===== src/rtl/vec_store_writer.sv =====
// Vector store writer: serialises up to 16 clamped lanes of a latched
// vector into single-byte writes to the image data memory.
module vec_store_writer #(
  parameter int IMAGE_WIDTH  = 96,
  parameter int IMAGE_HEIGHT = 96,
  parameter int PIX_SIZE     = 8,
  parameter int LANES        = 8
) (
  input  logic                 CLK,
  input  logic                 RST,
  input  logic                 Start,
  input  logic [15:0]          Addr,
  input  logic [15:0][15:0]    WD,
  input  logic [15:0]          LaneMask,
  output logic                 Busy,
  output logic                 Done,
  output logic                 MemWE,
  output logic [15:0]          MemAddr,
  output logic [PIX_SIZE-1:0]  MemWD
);

  localparam int          DEPTH = IMAGE_WIDTH * IMAGE_HEIGHT;
  localparam logic [3:0]  LAST  = 4'(LANES - 1);
  localparam logic [16:0] MAXV  = 17'((1 << PIX_SIZE) - 1);

  typedef enum logic [1:0] {
    S_IDLE,
    S_WRITE,
    S_DONE
  } state_e;

  state_e              state_q, state_d;
  logic [3:0]          cnt_q, cnt_d;
  logic [15:0]         addr_q, addr_d;
  logic [15:0][15:0]   wd_q, wd_d;
  logic [15:0]         mask_q, mask_d;

  logic                busy_q, busy_d;
  logic                done_q, done_d;
  logic                we_q, we_d;
  logic [15:0]         maddr_q, maddr_d;
  logic [PIX_SIZE-1:0] mwd_q, mwd_d;

  logic [15:0]         lane;
  logic [15:0]         slot_addr;
  logic                in_range;
  logic [PIX_SIZE-1:0] lane_clamped;

  assign lane      = wd_q[cnt_q];
  assign slot_addr = addr_q + {12'd0, cnt_q};
  assign in_range  = ({16'd0, slot_addr} < 32'(DEPTH));

  // Saturate a signed lane into the unsigned pixel range.
  always_comb begin
    lane_clamped = lane[PIX_SIZE-1:0];
    if (lane[15]) begin
      lane_clamped = '0;
    end else if ({1'b0, lane} > MAXV) begin
      lane_clamped = '1;
    end
  end

  // State and latched-request registers.
  always_ff @(posedge CLK or posedge RST) begin
    if (RST) begin
      state_q <= S_IDLE;
      cnt_q   <= '0;
      addr_q  <= '0;
      wd_q    <= '0;
      mask_q  <= '0;
    end else begin
      state_q <= state_d;
      cnt_q   <= cnt_d;
      addr_q  <= addr_d;
      wd_q    <= wd_d;
      mask_q  <= mask_d;
    end
  end

  // Next state: accept in IDLE, step one lane per cycle in WRITE.
  always_comb begin
    state_d = state_q;
    cnt_d   = cnt_q;
    addr_d  = addr_q;
    wd_d    = wd_q;
    mask_d  = mask_q;
    unique case (state_q)
      S_IDLE: begin
        if (Start) begin
          addr_d  = Addr;
          wd_d    = WD;
          mask_d  = LaneMask;
          cnt_d   = '0;
          state_d = S_WRITE;
        end
      end
      S_WRITE: begin
        if (cnt_q == LAST) begin
          cnt_d   = '0;
          state_d = S_DONE;
        end else begin
          cnt_d = cnt_q + 4'd1;
        end
      end
      S_DONE: begin
        state_d = S_IDLE;
      end
      default: begin
        state_d = S_IDLE;
      end
    endcase
  end

  // Output decode: memory port values for the current lane slot.
  always_comb begin
    busy_d  = (state_q == S_WRITE);
    done_d  = (state_q == S_DONE);
    we_d    = 1'b0;
    maddr_d = maddr_q;
    mwd_d   = mwd_q;
    if (state_q == S_WRITE) begin
      maddr_d = slot_addr;
      mwd_d   = lane_clamped;
      we_d    = mask_q[cnt_q] & in_range;
    end
  end

  // Registered outputs; address/data hold outside WRITE.
  always_ff @(posedge CLK or posedge RST) begin
    if (RST) begin
      busy_q  <= 1'b0;
      done_q  <= 1'b0;
      we_q    <= 1'b0;
      maddr_q <= '0;
      mwd_q   <= '0;
    end else begin
      busy_q  <= busy_d;
      done_q  <= done_d;
      we_q    <= we_d;
      maddr_q <= maddr_d;
      mwd_q   <= mwd_d;
    end
  end

  assign Busy    = busy_q;
  assign Done    = done_q;
  assign MemWE   = we_q;
  assign MemAddr = maddr_q;
  assign MemWD   = mwd_q;

endmodule

===== config.mk =====
export PLATFORM = sky130hd
export DESIGN_NAME = vec_store_writer
export DESIGN_NICKNAME = d
export VERILOG_FILES = /design/src/rtl/vec_store_writer.sv
export SDC_FILE = /design/constraint.sdc
export NUM_CORES = 1
export LEC_CHECK = 0
export CAP_MARGIN = 20
export CORE_ASPECT_RATIO = 1.25
export CORE_MARGIN = 5
export CORE_UTILIZATION = 55
export DETAILED_ROUTE_END_ITERATION = 10
export PLACE_DENSITY_LB_ADDON = 0.1
export SYNTH_ARGS = -nofsm -noshare
export SYNTH_HDL_FRONTEND = slang
export SYNTH_SLANG_ARGS = --single-unit

===== constraint.sdc =====
create_clock -name CLK -period 21.8 [get_ports CLK]
set_input_delay 4.36 -clock CLK [delete_from_list [all_inputs] [get_ports CLK]]
set_output_delay 4.36 -clock CLK [all_outputs]
set_load 0.02 [all_outputs]

# After elaboration in Yosys (flattened, before gate mapping)

Index checks and enable logic that the tools add are counted.

Logic and storage cells: 54
Register bits: 321

Muxes and demuxes: 13
Eq/ne operators: 5
Reduce and logical (&&, ||, !) cells: 5
Bitwise gates (word level): 1
$add $sub $neg: 2
Magnitude comparators: 3

Operators by type and width:

| kind                                                          | count |
|---|---|
| binary-select mux 16 bit (select 4 bit)                       | 1 |
| adder 16 x 4 -> 16 bit                                        | 1 |
| > comparator 16 x 8 -> 1 bit (second input constant)          | 1 |
| less-than comparator 16 x 14 -> 1 bit (second input constant) | 1 |
| two-way mux 16 bit                                            | 1 |
| two-way mux 8 bit                                             | 2 |
| two-way mux 4 bit                                             | 2 |
| case mux 4 bit (2 select lines)                               | 1 |
| AND reduction 2 bit                                           | 3 |
| less-than comparator 4 x 5 -> 1 bit (second input constant)   | 1 |
| adder 4 x 1 -> 4 bit (second input constant)                  | 1 |
| binary-select mux 1 bit (select 4 bit)                        | 1 |
| == test 4 x 3 -> 1 bit (second input constant)                | 1 |
| two-way mux 2 bit                                             | 2 |
| case mux 2 bit (2 select lines)                               | 1 |
| == test 2 x 1 -> 1 bit (second input constant)                | 1 |
| == test 2 bit (second input constant)                         | 1 |
| logical NOT 2 bit                                             | 1 |
| two-way mux 1 bit                                             | 2 |
| != test 2 x 1 -> 1 bit (second input constant)                | 1 |
| != test 2 bit (second input constant)                         | 1 |
| nonzero test 2 bit                                            | 1 |
| bitwise AND 1 bit                                             | 1 |

# Logic depth before layout (Yosys ltp)

Gate-level depths: netlist (run 1).

Depth after elaboration: 5
Mapped depth: 9
Mapped depth without buffers: 8

# Worst setup path after synthesis (run 1)

Ideal clock, no wire load.

Path type: input port to flip-flop
Start: input port Start
End: register wd_q[112] (netlist bit)
Library setup time: 125 ps
Required time: 21675 ps
Arrival time: 5611 ps
Setup slack: 16064 ps
Path buffers: 2
Stages on the path: 4
Cell sequence: nor3b_1 > clkbuf_1 > clkbuf_1 > mux2_2

Longest elaborated chain between the ends: 1

Ends and longest elaborated chain:

| what                                 | line | text |
|---|---|---|
| start, declared                      | 11   | `input logic Start,` |
| AND reduction 2 bit (no source line) | n/a  |  |
| end signal, assigned                 | 75   | `wd_q <= wd_d;` |
| end, declared                        | 35   | `logic [15:0][15:0] wd_q, wd_d;` |

Every way passes these cells.
A chain may end at the register's enable or synchronous reset.

# Worst setup path in the final report (run 1)

Start: input port Start
End: register wd_q[81] (netlist bit)

Same word-level chain as after synthesis.

==> flow_summary_export.csv, run 1 <==
group,metric,value,unit
yosys,synth_compound_area_share,4.09,%
timing,finalCriticalPeriod,7.17,ns
worst_hold_path,hold_class,"flop to flop",
floorplanning,core_area,25300,µm²
yosys,synth_edf_count,0,
route,vias,9042,
yosys,syn_area,14100,µm²
floorplanning,die_h,189,µm
yosys,syn_nets,1245,
cts,cts_tree,"yes",
cts,h-tree-depth,2,
yosys,synth_seq_cells,321,
run_status,status,"finished clean",
setup_path,crit_chain,"clkdlybuf4s50_1, nor3b_2, buf_4, buf_4, buf_16, buf_4, mux2_2",
setup_path,path_common_cell,"buf_4",
layout,fin_util,74.2,%
timing,slew_headroom,33.7,%
floorplanning,fp.dieW,153,µm
route,ant_nets,0,
global_route,track_usage,23.9,%
timing,tns,0,ns
placement,pre_cts_slack,13.80,ns
yosys,syn_area_per_cell,14.9,µm²
timing,finalSetupViolCount,0,
power,finalPower,0.00274,W
yosys,ys_types,58,
cts,clock_latency,0.51,ns
layout,area_growth,32.7,%
route,viasPerCell,5.58,
setup_path,regToRegSetupSlack,18.38,ns
yosys,synth_flop_cell,"dfrtp_1",
yosys,synth_fa_ha_area_share,0.584,%
setup_path,start_kind,"input pin",
placement,dpl.hpwl,24700,µm
yosys,ys_warn_count,0,
yosys,synth-xor-area-share,0.867,%
cts,ctsResizeCount,0,
cts,clockRootBuffer,"clkbuf_16",
global_route,grt_max_degree,113,
setup_path,worstSetupPathType,"input pin to flop",
global_route,grt_overflow,0,
global_route,grt_pass1_wl,54900,µm
global_route,antenna_found_initial,7,
route,routed_wl,34900,µm
cts,numCtsBuffers,35,
setup_path,cp.required,22.18,ns
cts,cts_hold_buf,0,
placement,globalplace.congestion,0.791,
power,vdd.ir_drop.worst,105,µV
floorplanning,rows,65,
timing,timing.final.hold_violations,0,
setup_path,slowest_delay,0.68,ns
floorplanning,dieArea,29000,µm²
layout,num-fill-cells,1670,
timing,rsz0062_at_grt,"no",
timing,finalClockSkew,0.0175,ns
timing,report.final.slew_viol_count,0,
global_route,grt_pass1_vias,9892,
cts,clk_path_buf_depth,3,
route,post-route-drc-count,0,
power,p_leak,7.57,nW
placement,portBuffers,317,
layout,nets,1554,
cts,clock_sinks,321,
yosys,synthCells,948,
setup_path,cp_max_fo,75,
setup_path,cp.arrival,7.55,ns
yosys,synth_top_family_by_area,"multiplexers",
power,p_per_area,146,nW/µm²
route,drt-initial-drc-count,383,
cts,cts_setup_buffers,0,
timing,timing.final.ws_setup,14.63,ns
timing,max_slew.worst_pin.slew,0.995,ns
timing,whs,0.477,ns
job,maxCapViolCount,0,
timing,fin_crit_sh,32.9,%
cts,clkTransAtPathRegs,0.06,ns
yosys,synthSimpleGateAreaFrac,4.63,%
timing,fmax,0.139,GHz
setup_path,crit_path_end_kind,"flop",
yosys,async_flop_share,100,%
layout,drive_gt1_share,31.8,%
yosys,ys_seq_area_share,56.8,%
floorplanning,start_util,55.9,%
route,wl_per_cell,21.5,µm
yosys,synth.area.mux_share,30.6,%
route,dr.pass1.iters,4,
floorplanning,ios,318,
setup_path,slowest_stage,"buf_4",
[placed cells by master (no fill, tap or decap), types with 5 or more instances in the layout]
| cell | count |
|---|---|
| dfrtp_1 | 319 |
| clkdlybuf4s50_1 | 317 |
| mux2_2 | 290 |
| nand2_1 | 52 |
| mux4_2 | 39 |
| clkbuf_16 | 37 |
| o21ai_0 | 20 |
| nor2_1 | 19 |
| nor3_1 | 14 |
| buf_4 | 12 |
| nand4_1 | 11 |
| a22oi_1 | 11 |
| a21oi_1 | 9 |
| nor4_1 | 9 |
| clkbuf_8 | 9 |
| xnor2_1 | 8 |
| o221a_1 | 7 |
| clkbuf_1 | 7 |
| xor2_1 | 6 |
| mux4_1 | 6 |
| diode_2 | 5 |
| ha_1 | 5 |
[layout make-up]
cell class	count	area (µm²)	area share, %
Inverter	4	22.5	0.120
Clock buffer	53	1080	5.73
Timing Repair Buffer	331	3320	17.7
Antenna cell	5	12.5	0.0667
Sequential cell	321	8040	42.8
Tap cell	335	419	2.23
Multi-Input combinational cell	564	5760	30.7
Clock inverter	8	119	0.633
[final timing paths]
kind / startpoint / endpoint / cells past startpoint
setup / recovery: Start / wd_q[81]$_DFFE_PP0P_ / 7
hold / removal: MemAddr[13]$_DFFE_PP0P_ / MemAddr[13]$_DFFE_PP0P_ / 2
setup reg to reg: cnt_q[0]$_DFFE_PP0P_ / MemWD[3]$_DFFE_PP0P_ / 6
hold reg to reg: MemAddr[13]$_DFFE_PP0P_ / MemAddr[13]$_DFFE_PP0P_ / 2
max in group asynchronous: RST / wd_q[104]$_DFFE_PP0P_ / 4
min in group asynchronous: RST / MemAddr[9]$_DFFE_PP0P_ / 2
[metrics by stage]
step,cells,cell area (µm²)
2_1_floorplan,948,14100
3_3_place_gp,1553,17500
3_5_place_dp,1553,17500
4_1_cts,1614,18700
5_1_grt,1621,18800
6_report,1621,18800
[worst max-delay path: cells and delay by family]
family                 cells  cell delay [ns]
buffers and inverters      5             2.54
muxes                      1             0.41
and+or+nand+nor            1             0.14
[layer usage]
layer  up-vias  share of wire, %  GRT usage, %
li1       4128                 -             -
met3        62               7.1          6.68
met5         -             0.020             0
met4         2               2.8          7.34
met2       263                53          42.6
met1      4587                37          28.3
[kinds of logic after synthesis]
family / count (synthesis)
buffers and inverters: 63
DFF: 321
and+or+nand+nor: 133
adders and majority gates: 6
xor gates and xnor gates: 14
AOI/OAI and AO/OA: 74
muxes: 337
[power by group]
| part | total [W] | switching (W) | internal, W |
|---|---|---|---|
| sequential | 0.00111 | 0.000202 | 0.000904 |
| combinational | 0.00102 | 0.000426 | 0.000598 |
| clock | 0.000608 | 0.000233 | 0.000376 |
| total | 0.00274 | 0.000860 | 0.00188 |
[synthesized netlist by cell type (all sizes together) (2+ instances only)]
cell type,number,share of area (%)
a21o,4,0.21
buf,21,1.3
o2111ai,2,0.25
a22oi,11,0.58
xnor2,8,0.50
o32ai,2,0.18
dfrtp,321,57
nor2,19,0.50
a221oi,2,0.25
nor3,14,0.50
nor3b,2,0.11
nand2,52,1.4
xor2,6,0.37
nand3,3,0.11
ha,5,0.44
o21a,2,0.11
and2,3,0.13
mux4,45,7.3
a21oi,10,0.38
o21ai,20,0.71
or4,2,0.11
nand4b,3,0.19
o221a,7,0.56
nand4,11,0.49
mux2i,2,0.14
inv,3,0.080
nor4,9,0.40
a211o,2,0.12
nand2b,3,0.13
o41ai,3,0.19
a22o,3,0.19
mux2,290,23
or2b,2,0.11
clkbuf,38,1.1
and3,2,0.088
nor2b,4,0.18
[sequential cells by signal (all words and copies together) (netlist names)]
name	count
Busy	1
Done	1
MemAddr	16
MemWD	8
MemWE	1
addr_q	16
cnt_q	4
mask_q	16
state_q	2
wd_q	256
No activity file was read; power rests on OpenSTA's default activity.
==> run 2, diff against run 1 <==
CORE_UTILIZATION = 46   (was 55)
clock period = 5.75 ns   (was 21.8 ns; I/O delays follow)
==> run 2 against run 1 <==
Against the previous run:
- non-clock buffer count shrank 3
- core utilization fell by 12 points
- count of clock-buffer cells in the layout is the same
- power rose to 3.7 times the previous value
- first-iteration DRC count rose by 26%
- clock skew increased by 0.00065 ns
- register-to-register slack got worse by 16 ns
- die area rose by 18%
- sequential power increased to 3.8 times the previous value
- global-route usage is 3.2 points lower
- routed wire length is 2.6% higher
- sequential share of layout area about the same
- critical path type is now flop to flop
==> flow_summary_export.csv, run 2 (synthesis gave the netlist of run 1 again) <==
group,metric,value,unit
route,routed_wl,35800,µm
route,viasPerCell,5.35,
placement,portBuffers,317,
setup_path,crit_path_end_kind,"flop",
layout,final_common_cell,"dfrtp_1",
global_route,grt_pass1_wl,55900,µm
floorplanning,die_h,206,µm
timing,fin_crit_sh,54.9,%
timing,timing.final.hold_violations,0,
layout,num-fill-cells,2388,
timing,finalClockSkew,0.0181,ns
floorplanning,rows,71,
cts,numCtsBuffers,35,
placement,globalplace.congestion,0.788,
layout,area_growth,32.9,%
timing,report.final.slew_viol_count,0,
setup_path,crit_path_end,"MemWD[3]$_DFFE_PP0P_",
layout,multi_input_area,5760,µm²
setup_path,cp.required,6.14,ns
floorplanning,start_util,46.8,%
floorplanning,fp.dieW,167,µm
job,maxCapViolCount,0,
layout,drive_gt1_share,31.6,%
global_route,grt_overflow,0,
timing,slew_headroom,39.0,%
layout,nets,1551,
route,post-route-drc-count,0,
timing,max_slew.worst_pin.slew,0.915,ns
timing,fmax,0.317,GHz
placement,dpl.cell_count,1617,
setup_path,cp_max_fo,44,
cts,clockRootBuffer,"clkbuf_16",
floorplanning,core_area,30200,µm²
cts,clk_path_buf_depth,3,
timing,tns,0,ns
global_route,track_usage,20.7,%
cts,clock_sinks,321,
setup_path,r2r-end,"MemWD[3]$_DFFE_PP0P_",
setup_path,start_kind,"flop",
route,ant_nets,0,
route,dr.pass1.iters,4,
global_route,antenna_found_initial,2,
layout,largest_reg_flops,256,
timing,finalCriticalPeriod,3.16,ns
setup_path,startpoint,"cnt_q[0]$_DFFE_PP0P_",
cts,clock_latency,0.50,ns
setup_path,regToRegSetupSlack,2.59,ns
global_route,grt_pass1_vias,9801,
timing,finalSetupViolCount,0,
setup_path,worstSetupPathType,"flop to flop",
layout,area.sequential,8040,µm²
power,vdd.ir_drop.worst,240,µV
global_route,grt_max_degree,148,
setup_path,rr_worst_depth,6,
power,p_per_area,546,nW/µm²
cts,h-tree-depth,2,
floorplanning,ios,318,
timing,rsz0062_at_grt,"no",
layout,mostFrequentLayoutCells,"dfrtp_1 (319), clkdlybuf4s50_1 (317), mux2_2 (290), nand2_1 (52), mux4_2 (39)",
cts,clkTransAtPathRegs,0.06,ns
floorplanning,dieArea,34400,µm²
cts,cts_hold_buf,0,
placement,dpl.hpwl,26000,µm
route,vias,8998,
power,p_leak,7.53,nW
cts,ctsResizeCount,0,
cts,cts_setup_buffers,0,
setup_path,cp.arrival,3.55,ns
cts,cts_tree,"yes",
route,drt-initial-drc-count,481,
setup_path,reg2reg_from,"cnt_q[0]$_DFFE_PP0P_",
run_status,status,"finished clean",
layout,fin_cells,1683,
route,wl_per_cell,21.3,µm
worst_hold_path,hold_class,"flop to flop",
layout,top_register,"wd_q",
==> run 2: cell count changes in the layout (fill, tap and decap cells not counted), sizes merged <==
cell,change
inv,-1
bufinv,-2
clkinvlp,+2
buf,-3
diode,-2
clkinv,+2
==> run 2: per-stage QoR <==
step / utilization, % / setup WS [ns] / total power (W) / hold slack, ns / cell area, µm²
2_1_floorplan: - / 0.319 / 0.00696 / 0.427 / 14100
3_3_place_gp: 58.3 / 2.52 / 0.00802 / 0.458 / 17600
3_5_place_dp: 58.3 / 2.46 / 0.00815 / 0.471 / 17600
4_1_cts: 62.1 / 2.50 / 0.0104 / 0.487 / 18800
5_1_grt: 62.2 / 2.34 / 0.0109 / 0.497 / 18800
6_report: 62.2 / 2.59 / 0.0103 / 0.480 / 18800
==> run 2: critical path, stage by stage, from the launching register on <==
cell and delay, ns:
dfrtp_4 0.92, buf_4 0.57, mux4_1 0.62, a21oi_1 0.19, o2111a_2 0.24, o2111ai_4 0.18, o221a_1 0.28
==> run 2: area by class of cell <==
type | instances | share of cell area (%)
multi-input combinational | 564 | 30.7
antenna | 3 | 0.0400
clock buffer | 53 | 5.67
timing repair buffer | 328 | 17.7
clock inverter | 9 | 0.386
inverter | 4 | 0.0999
tap | 401 | 2.67
sequential | 321 | 42.8
==> run 2: per-layer routing <==
metal	wire (µm)	global-route usage (%)
met3	2150	5.03
met1	14300	25.7
met4	972	6.69
met2	18300	36.0
met5	0	0
==> run 2: worst min-delay path by stage <==
stage	start	endpoint	slack [ns]	depth (start not counted)
finish	MemAddr[8]$_DFFE_PP0P_	MemAddr[8]$_DFFE_PP0P_	0.48	2
global placement	MemAddr[0]$_DFFE_PP0P_	MemAddr[0]$_DFFE_PP0P_	0.46	2
detailed placement	MemAddr[7]$_DFFE_PP0P_	MemAddr[7]$_DFFE_PP0P_	0.47	2
CTS	MemAddr[0]$_DFFE_PP0P_	MemAddr[0]$_DFFE_PP0P_	0.49	2
floorplan	state_q[0]$_DFFE_PP0P_	Done$_DFF_PP0_	0.43	1
global route	MemAddr[0]$_DFFE_PP0P_	MemAddr[0]$_DFFE_PP0P_	0.50	2
==> run 2: power by group <==
group          internal, W  switching (W)  total [W]  leakage (nW)
Clock              0.00132       0.000875    0.00220         0.565
Sequential         0.00343       0.000774    0.00420          3.78
Combinational      0.00226        0.00160    0.00386          3.19
